File: config.mk
export PLATFORM = sky130hd
export DESIGN_NAME = alu_arbiter
export DESIGN_NICKNAME = d
export VERILOG_FILES = /design/src/rtl/alu_arbiter.sv
export SDC_FILE = /design/constraint.sdc
export NUM_CORES = 1
export LEC_CHECK = 0
export ABC_AREA = 1
export CORE_AREA = 3 3 105 107
export DETAILED_ROUTE_END_ITERATION = 10
export DIE_AREA = 0 0 108 110
export DONT_BUFFER_PORTS = 1
export GPL_ROUTABILITY_DRIVEN = 0
export PLACE_DENSITY = 0.55
export SYNTH_ARGS = -nofsm -noshare
export SYNTH_HDL_FRONTEND = slang
export SYNTH_SLANG_ARGS = --single-unit
File: constraint.sdc
create_clock -name clk -period 4.8 [get_ports clk]
set_input_delay 0.48 -clock clk [delete_from_list [all_inputs] [get_ports clk]]
set_output_delay 0.48 -clock clk [all_outputs]
set_load 0.005 [all_outputs]
File: src/rtl/alu_arbiter.sv
// alu_arbiter: shares one combinational ALU among NREQ requesters.
// A round-robin grant picks one request, its operands are registered onto
// the ALU inputs, the ALU result is captured one cycle later, and it is
// returned with the owner's ID on a valid/ready response channel.

`ifndef ALU_NOP
`define ALU_NOP 8'h00
`endif

module alu_arbiter #(
  parameter int NREQ = 4,
  parameter int IW   = 2,
  parameter int N    = 16,
  parameter int C    = 8,
  parameter int S    = 5
) (
  input  logic              clk,
  input  logic              rst,
  input  logic [NREQ-1:0]   req_valid,
  output logic [NREQ-1:0]   req_ready,
  input  logic [NREQ*C-1:0] req_opcode,
  input  logic [NREQ*N-1:0] req_a,
  input  logic [NREQ*N-1:0] req_b,
  input  logic [NREQ*S-1:0] req_shift,
  output logic [C-1:0]      alu_opcode,
  output logic [N-1:0]      alu_a,
  output logic [N-1:0]      alu_b,
  output logic [S-1:0]      alu_shift,
  input  logic [N-1:0]      alu_y,
  output logic              resp_valid,
  input  logic              resp_ready,
  output logic [N-1:0]      resp_data,
  output logic [IW-1:0]     resp_id
);

  typedef enum logic [1:0] {
    IDLE  = 2'd0,
    ISSUE = 2'd1,
    RESP  = 2'd2
  } state_t;

  state_t        r_state;
  logic [IW-1:0] r_rrPtr;
  logic [IW-1:0] r_curId;
  logic [C-1:0]  r_aluOpcode;
  logic [N-1:0]  r_aluA;
  logic [N-1:0]  r_aluB;
  logic [S-1:0]  r_aluShift;
  logic          r_respValid;
  logic [N-1:0]  r_respData;
  logic [IW-1:0] r_respId;

  logic          w_grantValid;
  logic [IW-1:0] w_grantIdx;
  logic [C-1:0]  w_selOpcode;
  logic [N-1:0]  w_selA;
  logic [N-1:0]  w_selB;
  logic [S-1:0]  w_selShift;

  // Round-robin scan starting at the pointer; walking the offsets from the
  // far end backwards lets the nearest valid requester overwrite the others.
  always_comb begin : grantScan
    logic [IW-1:0] scanIdx;
    w_grantValid = 1'b0;
    w_grantIdx   = '0;
    scanIdx      = '0;
    for (int k = NREQ - 1; k >= 0; k--) begin
      scanIdx = IW'((int'(r_rrPtr) + k) % NREQ);
      if (req_valid[scanIdx]) begin
        w_grantValid = 1'b1;
        w_grantIdx   = scanIdx;
      end
    end
  end

  // One-hot accept to the winner, only while idle and out of reset.
  always_comb begin
    req_ready = '0;
    if (!rst && r_state == IDLE && w_grantValid) begin
      for (int i = 0; i < NREQ; i++) begin
        req_ready[i] = (IW'(i) == w_grantIdx);
      end
    end
  end

  // Select the winner's operands out of the packed request buses.
  always_comb begin
    w_selOpcode = '0;
    w_selA      = '0;
    w_selB      = '0;
    w_selShift  = '0;
    for (int i = 0; i < NREQ; i++) begin
      if (IW'(i) == w_grantIdx) begin
        w_selOpcode = req_opcode[i*C +: C];
        w_selA      = req_a[i*N +: N];
        w_selB      = req_b[i*N +: N];
        w_selShift  = req_shift[i*S +: S];
      end
    end
  end

  // Control FSM: grant in IDLE, one ALU evaluation cycle in ISSUE, hold the
  // result in RESP until the consumer takes it. ALU registers keep their last
  // operation after completion; only reset returns them to NOP.
  always_ff @(posedge clk or posedge rst) begin
    if (rst) begin
      r_state     <= IDLE;
      r_rrPtr     <= '0;
      r_curId     <= '0;
      r_aluOpcode <= C'(`ALU_NOP);
      r_aluA      <= '0;
      r_aluB      <= '0;
      r_aluShift  <= '0;
      r_respValid <= 1'b0;
      r_respData  <= '0;
      r_respId    <= '0;
    end else begin
      case (r_state)
        IDLE: begin
          if (w_grantValid) begin
            r_aluOpcode <= w_selOpcode;
            r_aluA      <= w_selA;
            r_aluB      <= w_selB;
            r_aluShift  <= w_selShift;
            r_curId     <= w_grantIdx;
            r_rrPtr     <= (w_grantIdx == IW'(NREQ - 1)) ? '0 : w_grantIdx + 1'b1;
            r_state     <= ISSUE;
          end
        end
        ISSUE: begin
          r_respData  <= alu_y;
          r_respId    <= r_curId;
          r_respValid <= 1'b1;
          r_state     <= RESP;
        end
        RESP: begin
          if (resp_ready) begin
            r_respValid <= 1'b0;
            r_state     <= IDLE;
          end
        end
        default: begin
          r_state <= IDLE;
        end
      endcase
    end
  end

  assign alu_opcode = r_aluOpcode;
  assign alu_a      = r_aluA;
  assign alu_b      = r_aluB;
  assign alu_shift  = r_aluShift;
  assign resp_valid = r_respValid;
  assign resp_data  = r_respData;
  assign resp_id    = r_respId;

endmodule

# After elaboration in Yosys (flattened, before gate mapping)
# Index checks and enable logic that the tools add are counted.
# totals
reg_bits	70
input_bits	203
output_inout_bits	68
elab_cells	74
# op_classes
n_eq_ne	8
n_addsub	4
reduce_logical	9
mux	39
order_cmp	4
# op_table
op	count
16-bit two-way mux	8
8-bit two-way mux	4
5-bit two-way mux	4
2-bit two-way mux	7
2-bit by 3-bit less-than comparator with 1-bit output (second input constant)	4
1-bit two-way mux	9
1-bit binary-select mux with 2-bit select	4
2-bit case mux with 3 select lines	1
2-bit AND reduction	3
2-bit by 1-bit adder with 2-bit output (second input constant)	2
2-bit adder (second input constant)	2
2-bit equality test (first input constant)	2
2-bit equality test (second input constant)	2
2-bit zero test	2
4-bit two-way mux	1
2-bit != test (second input constant)	2
1-bit by 2-bit equality test with 1-bit output (first input constant)	1
2-bit by 1-bit equality test with 1-bit output (second input constant)	1
1-bit logical AND	2
1-bit case mux with 2 select lines	1
2-bit nonzero test	1
1-bit zero test	1

# Logic depth before layout (Yosys ltp)
# Gate-level depths: netlist of run 1.
# logic_depth
word_depth	12
ltp_mapped	19
mapped_depth_nobuf	18

# Worst setup path before layout of run 1
# OpenSTA, ideal clock, no wires.
# synth_timing
path_type	input-to-output
start	input rst
end	output req_ready[0]
path_buffers	0
path_slack_ps	1890
arrival_ps	2430
path_stages	3
required_ps	4320
cell_sequence	inv_1 > nand2_1 > nor2_1
# synth_via
elab_chain_len	4
# synth_rtl
item	line_no	rtl
start: declaration	18	input logic rst,
1-bit zero test (no source line)	-	
1-bit logical AND (2 in series)	79	if (!rst && r_state == IDLE && w_grantValid) begin
4-bit two-way mux	79	
end: declaration	20	output logic [NREQ-1:0] req_ready,
# No other way between the ends.

# Final worst setup path of run 1
# layout_timing
start	register r_rrPtr[0]
end	register r_aluShift[3], in the netlist alu_shift[3]
# layout_via
elab_chain_len	12
elab_cells_between_ends	28
classes_between	add/sub: 3; eq/ne: 3; mux: 20; reduce/logical: 2
# layout_rtl
item	line_no	rtl
start: declaration	43	logic [IW-1:0] r_rrPtr;
start signal: assignment	126	r_rrPtr <= (w_grantIdx == IW'(NREQ - 1)) ? '0 : w_grantIdx + 1'b1;
2-bit adder	68	scanIdx = IW'((int'(r_rrPtr) + k) % NREQ);
1-bit binary-select mux with 2-bit select	69	if (req_valid[scanIdx]) begin
1-bit two-way mux (not written as such)	69	
2-bit two-way mux (3 in series)	69	
2-bit two-way mux *	69	
named net w_grantIdx[1]	54	logic [IW-1:0] w_grantIdx;
2-bit zero test	93	if (IW'(i) == w_grantIdx) begin
5-bit two-way mux (3 in series)	93	
5-bit two-way mux *	93	
end signal: assignment	124	r_aluShift <= w_selShift;
end: declaration	48	logic [S-1:0] r_aluShift;
# The timed path passes the listed nets; every way through them passes the cells marked *. The select of a mux whose other input is x is not followed.
# A chain may end at the register's enable or synchronous reset.

==> results of run 1 <==
[logic make-up (layout without fill, tap and decap cells)]
family | after synthesis | in the layout
adders and majority gates | 4 | 4
buffers and inverters | 61 | 41
AOI/OAI and AO/OA | 145 | 145
DFF | 70 | 70
and+or+nand+nor | 383 | 383
[power groups by stage]
stage	Combinational (mW)	Sequential [mW]	Clock (mW)
6_report	3.45	1.14	0.547
3_5_place_dp	3.48	1.16	0
3_3_place_gp	3.37	1.16	0
4_1_cts	3.48	1.16	0.571
2_1_floorplan	2.78	1.06	0
5_1_grt	4.03	1.18	0.594
[through the flow]
step / instance area (sq um) / hold WS, ns / instances
finish: 4520 / 0.249 / 779
global route: 4520 / 0.228 / 779
floorplan: 4250 / 0.449 / 663
detailed placement: 4280 / 0.307 / 762
CTS: 4520 / 0.224 / 779
global placement: 4280 / 0.306 / 762
[Yosys cell counts]
| cell type | n | area (sq um) |
|---|---|---|
| nand3_1 | 4 | 20.0 |
| a21boi_4 | 1 | 18.8 |
| dfrtp_1 | 70 | 1750 |
| nor2_1 | 11 | 41.3 |
| ha_1 | 4 | 50.1 |
| inv_2 | 3 | 11.3 |
| buf_2 | 7 | 35.0 |
| nand2_2 | 1 | 6.26 |
| o21ai_0 | 98 | 490 |
| nand2_1 | 367 | 1380 |
| buf_6 | 2 | 22.5 |
| clkinv_1 | 1 | 3.75 |
| buf_4 | 2 | 15.0 |
| clkbuf_1 | 31 | 116 |
| inv_1 | 15 | 56.3 |
| a21oi_1 | 46 | 230 |
[layout by cell type, fill, tap and decap left out]
cell type and n:
nand2_1 367, o21ai_0 98, dfrtp_1 70, a21oi_1 46, inv_1 14, nor2_1 10
clkbuf_8 9, buf_4 5, inv_2 4, nand3_1 4, inv_6 4, ha_2 3
bufinv_16 2, nand2_2 1, a21boi_4 1, nor2_4 1, clkinv_1 1, ha_1 1
clkinvlp_4 1, dlygate4sd3_1 1
[worst max-delay path: cells and delay by family (launching register included)]
kind                     cells  cell delay (ns)
flip-flops                   1             0.50
buffers and inverters        3             0.66
AND/OR/NAND/NOR              9             1.34
adder cells (fa/ha/maj)      1             0.52
AO/OA/AOI/OAI                4             0.78
[area by class of cell]
class                   instances  area share [%]
clock buffers                   9            2.74
clock inverters                 7            2.27
inverters                      19            1.58
multi-input cells             532            49.8
flip-flops and latches         70            38.8
well taps                     136            3.77
repair buffers                  6            1.05
[state kept, by name, indices dropped and copies added, names as in the netlist]
signal / count
alu_a: 16
alu_b: 16
alu_opcode: 8
alu_shift: 5
r_curId: 2
r_rrPtr: 2
r_state: 2
resp_data: 16
resp_id: 2
resp_valid: 1
[worst min-delay path by stage]
| stage | to | start | slack (ns) | depth (start not counted) |
|---|---|---|---|---|
| 5_1_grt | r_state[1]$_DFFE_PP0P_ | resp_ready | 0.23 | 1 |
| 2_1_floorplan | resp_id[0]$_DFFE_PP0P_ | r_curId[0]$_DFFE_PP0P_ | 0.45 | 2 |
| 3_3_place_gp | resp_data[6]$_DFFE_PP0P_ | rst | 0.31 | 1 |
| 6_report | resp_data[7]$_DFFE_PP0P_ | alu_y[7] | 0.25 | 2 |
| 4_1_cts | resp_data[13]$_DFFE_PP0P_ | alu_y[13] | 0.22 | 2 |
| 3_5_place_dp | resp_data[9]$_DFFE_PP0P_ | rst | 0.31 | 1 |
[layer usage]
metal / global-route usage [%] / vias to the layer above / share of wire (%)
met3: 6.17 / 17 / 8.3
met2: 37.0 / 191 / 51
li1: - / 2041 / -
met5: 0 / - / 0
met1: 26.2 / 1933 / 38
met4: 8.93 / 0 / 2.1
[what timing repair did]
item / CTS / global route
hold buffers: 1 / 0
endpoints found under the hold margin: 9 / 0
setup endpoints to repair: 0 / 0
==> flow_metrics.tcl, run 1 <==
set metrics [dict create \
    crit_type "register to register" \
    grt_setup_unrepaired "false" \
    clock_skew_ns 0.00922 \
    preCtsSetupSlack_ns 0.933 \
    slowest_stage "nor2_4" \
    cts_root_buf "clkbuf_8" \
    rrSetupSlack_ns 0.92 \
    core-area_sq_mm 0.0102 \
    avgSynthCellArea_sq_um 6.41 \
    drt_first_iter_violations 252 \
    endpoint "alu_shift[3]$_DFFE_PP0P_" \
    finalCriticalPeriod_ns 3.88 \
    pwr-share-clk_pct 10.6 \
    intPower_mw 2.30 \
    max_freq_ghz 0.258 \
    outcome "completed" \
    p_leak_nw 2.30 \
    totalNegativeSetupSlack_ns 0 \
    num_vias 4182 \
    ys_seq_area_share_pct 41.2 \
    io_pins 271 \
    synthesis.nets 870 \
    remaining_drc_errors 0 \
    yosysUniqueCellTypes 16 \
    nFillCells 1070 \
    final_nets 845 \
    floorplan.die_area_sq_mm 0.0119 \
    clock-sinks 70 \
    crit_fanout 47 \
    wl_per_cell_microns 17.8 \
    synth_area_sq_mm 0.00425 \
    synth_top_family_by_area "simple AND/OR/NAND/NOR gates" \
    worstPathArrival_ns 4.16 \
    slowest_delay_ns 0.65 \
    setup_ws_ns 0.925 \
    rr_endpoint "alu_shift[3]$_DFFE_PP0P_" \
    worst_ir_drop_vdd_mv 0.535 \
    hold_viol_final 0 \
    crit_start "r_rrPtr[0]$_DFFE_PP0P_" \
    start_util_pct 41.5 \
    cp_common_cell "nand2_1" \
    dp_hpwl_mm 9.97 \
    setup_violations 0 \
    p_sw_mw 2.85 \
    crit_chain "inv_2 > nand2_1 > nand2_1 > nand2_1 > nand2_2 > a21oi_1 > o21ai_0 > inv_1 > ha_2 > nor2_4 > buf_4 > nand2_1 > nand2_1 > o21ai_0 > o21ai_0 > nand2_1 > nand2_1" \
    drt_wl_total_mm 13.8 \
    drv_cap 0 \
    antenna_found_initial 0 \
    grt_max_degree 62 \
    cts_tree "done" \
    std_cell_rows 37 \
    hp-class "primary input to register" \
    endpoint_kind "register" \
    synth_compound_area_share_pct 17.4 \
    fin_crit_sh_pct 80.7 \
    clock_path_buffers 2 \
    cts_buffers 9 \
    clkTransAtPathRegs_ns 0.09 \
    synth_cells 663 \
    synthXorXnorAreaFrac_pct 0 \
    io_buffers 0 \
    die_y_microns 110 \
    finalPower_mw 5.14 \
    area_delta_synth_final_pct 6.36 \
    slew_viol_final 0 \
    power_switching_share_pct 55.4 \
    worst_pin_slew_ns 1.26 \
    slew_headroom_pct 15.4 \
    finish.utilization_pct 44.1 \
    yosysWarnings 0 \
    synthMuxAreaShare_pct 0 \
    grt_pass1_vias 3733 \
    synthSimpleGateAreaFrac_pct 34.0 \
    ctsResizeCount 0 \
    overflow 0 \
    htree_num_levels 3 \
    synth_seq_cells 70 \
    cts_setup_buffers 0 \
    vias_per_cell 5.37 \
    drive_above_1_share_pct 4.82 \
    ant_nets 0 \
    synth_adder_area_share_pct 1.18 \
    dr.pass1.iters 4 \
    multiInputGateArea_sq_mm 0.00225 \
    track_usage_pct 21.8 \
    grt_first_pass_wirelength_mm 20.1 \
    ff_latch_area_sq_mm 0.00175 \
    antenna_cells 0 \
    powerDensity_mw_per_mm2 1140 \
    power_frac_comb_pct 67.1 \
    reg2reg_depth 17 \
    pwr-share-seq_pct 22.2 \
    dieWidth_microns 108 \
    worstPathRequired_ns 5.08 \
    clkLatencyLatePin_ns 0.34 \
    cp-start-kind "register" \
    regToRegStartpoint "r_rrPtr[0]$_DFFE_PP0P_" \
]
No activity file was read; power rests on OpenSTA's default activity.
==> inputs of run 2 (changes only) <==
==> constraint.sdc (replaced) <==
create_clock -name clk -period 3.97 [get_ports clk]
set_input_delay 0.397 -clock clk [delete_from_list [all_inputs] [get_ports clk]]
set_output_delay 0.397 -clock clk [all_outputs]
set_load 0.005 [all_outputs]
==> run 2 against run 1 <==
  * Power increased by 24%
  * Design area grew 1.4%
  * Global-route usage is 0.29 points higher
  * Clock skew increased by 0.0027 ns
  * Sequential cell count is the same
  * Sequential power is 21% higher
  * Core utilization up 0.61 points
  * Count of clock-buffer cells in the layout did not move
  * Clock power increased by 34%
  * Largest power group unchanged
==> flow_metrics.tcl, run 2 (synthesis gave the netlist of run 1 again) <==
set metrics [dict create \
    slew_viol_final 0 \
    ant_nets 0 \
    dr.pass1.iters 9 \
    clock-sinks 70 \
    slew_headroom_pct 43.1 \
    area_delta_synth_final_pct 7.84 \
    drt_first_iter_violations 193 \
    cts_buffers 9 \
    grt_max_degree 59 \
    cp-start-kind "register" \
    htree_num_levels 3 \
    clkTransAtPathRegs_ns 0.09 \
    dieWidth_microns 108 \
    cts_root_buf "clkbuf_8" \
    wl_per_cell_microns 17.8 \
    overflow 0 \
    worst_pin_slew_ns 0.852 \
    grt_pass1_vias 3793 \
    antenna_found_initial 0 \
    setup_ws_ns 0.562 \
    crit_fanout 46 \
    hold_viol_final 0 \
    p_leak_nw 2.34 \
    crit_type "register to output port" \
    core-area_sq_mm 0.0102 \
    met1Wirelength_mm 5.53 \
    grt_first_pass_wirelength_mm 20.3 \
    drv_cap 0 \
    cts_tree "done" \
    io_buffers 0 \
    totalNegativeSetupSlack_ns 0 \
    fin_crit_sh_pct 85.8 \
    cts_setup_buffers 0 \
    hp-class "primary input to async pin" \
    preCtsSetupSlack_ns 0.818 \
    floorplan.die_area_sq_mm 0.0119 \
    worstPathRequired_ns 3.57 \
    num_vias 4126 \
    worst_ir_drop_vdd_mv 0.894 \
    std_cell_rows 37 \
    final_common_cell "nand2_1" \
    remaining_drc_errors 0 \
    highest_layer "met4" \
    start_util_pct 41.5 \
    clock_skew_ns 0.0120 \
    finalCriticalPeriod_ns 3.41 \
    track_usage_pct 22.1 \
    drt_wl_total_mm 13.9 \
    post_cts_hold_buffer_count 0 \
    final_cell_mix "367 x nand2_1, 98 x o21ai_0, 70 x dfrtp_1" \
    die_y_microns 110 \
    drive_above_1_share_pct 5.27 \
    ctsResizeCount 0 \
    final_nets 847 \
    dp_hpwl_mm 10.2 \
    finish.utilization_pct 44.8 \
    post_dp_cell_area_sq_mm 0.00433 \
    outcome "completed" \
    clock_path_buffers 2 \
    wl_met2_mm 6.98 \
    wl_met3_mm 1.09 \
    max_freq_ghz 0.293 \
    grt_setup_unrepaired "false" \
    setup_violations 0 \
    io_pins 271 \
    final_area_sq_mm 0.00458 \
    clkLatencyLatePin_ns 0.35 \
    worstPathArrival_ns 3.01 \
    vias_per_cell 5.28 \
    antenna_cells 0 \
    powerDensity_mw_per_mm2 1390 \
    endpoint_kind "output port" \
]
-- run 2: final timing paths --
path                                        startpoint                         to  slack, ns  depth (start not counted)
worst min register to register  r_curId[0]$_DFFE_PP0P_     r_curId[0]$_DFFE_PP0P_       0.48                          2
worst max register to register  r_rrPtr[0]$_DFFE_PP0P_  alu_opcode[5]$_DFFE_PP0P_       0.79                         15
worst min-delay path                               rst  resp_data[10]$_DFFE_PP0P_       0.09                          2
worst max-delay path            r_rrPtr[0]$_DFFE_PP0P_               req_ready[2]       0.56                         10
max in group asynchronous                          rst     r_state[1]$_DFFE_PP0P_       3.00                          3
min in group clk                              alu_y[8]   resp_data[8]$_DFFE_PP0P_       0.16                          2
-- run 2: power breakdown --
group	total (mW)	switching, mW	leakage [nW]	internal, mW
clock network	0.732	0.304	0.126	0.427
registers	1.38	0.301	0.878	1.08
logic	4.24	2.83	1.33	1.41
total	6.35	3.44	2.34	2.92
-- run 2: stage by stage --
| step | hold slack [ns] | cells | power [mW] |
|---|---|---|---|
| 6_report | 0.0918 | 781 | 6.35 |
| 5_1_grt | 0.120 | 781 | 7.16 |
| 4_1_cts | 0.104 | 781 | 6.42 |
| 3_5_place_dp | 0.469 | 765 | 5.68 |
| 3_3_place_gp | 0.466 | 765 | 5.56 |
| 2_1_floorplan | 0.449 | 663 | 4.64 |
-- run 2: final cells by class --
class,count,area (sq um)
Clock buffer,9,124
Clock inverter,7,128
Fill cell,1070,5650
Inverter,19,71.3
Multi-Input combinational cell,532,2250
Sequential cell,70,1750
Tap cell,136,170
Timing Repair Buffer,8,85.1
-- run 2: layer usage --
metal | vias to the layer above | global-route usage (%)
met2 | 182 | 38.0
met1 | 1874 | 26.9
met5 | - | 0
met4 | 0 | 7.48
li1 | 2049 | -
met3 | 21 | 6.17
-- run 2: worst max-delay path, stage by stage (launching register included) --
cell and delay (ns):
dfrtp_1 0.50, inv_2 0.17, nand2_1 0.07, nand2_1 0.08, nand2_1 0.09, nand2_2 0.11
a21oi_1 0.04, o21ai_0 0.43, ha_2 0.54, inv_2 0.39, nor2_1 0.24
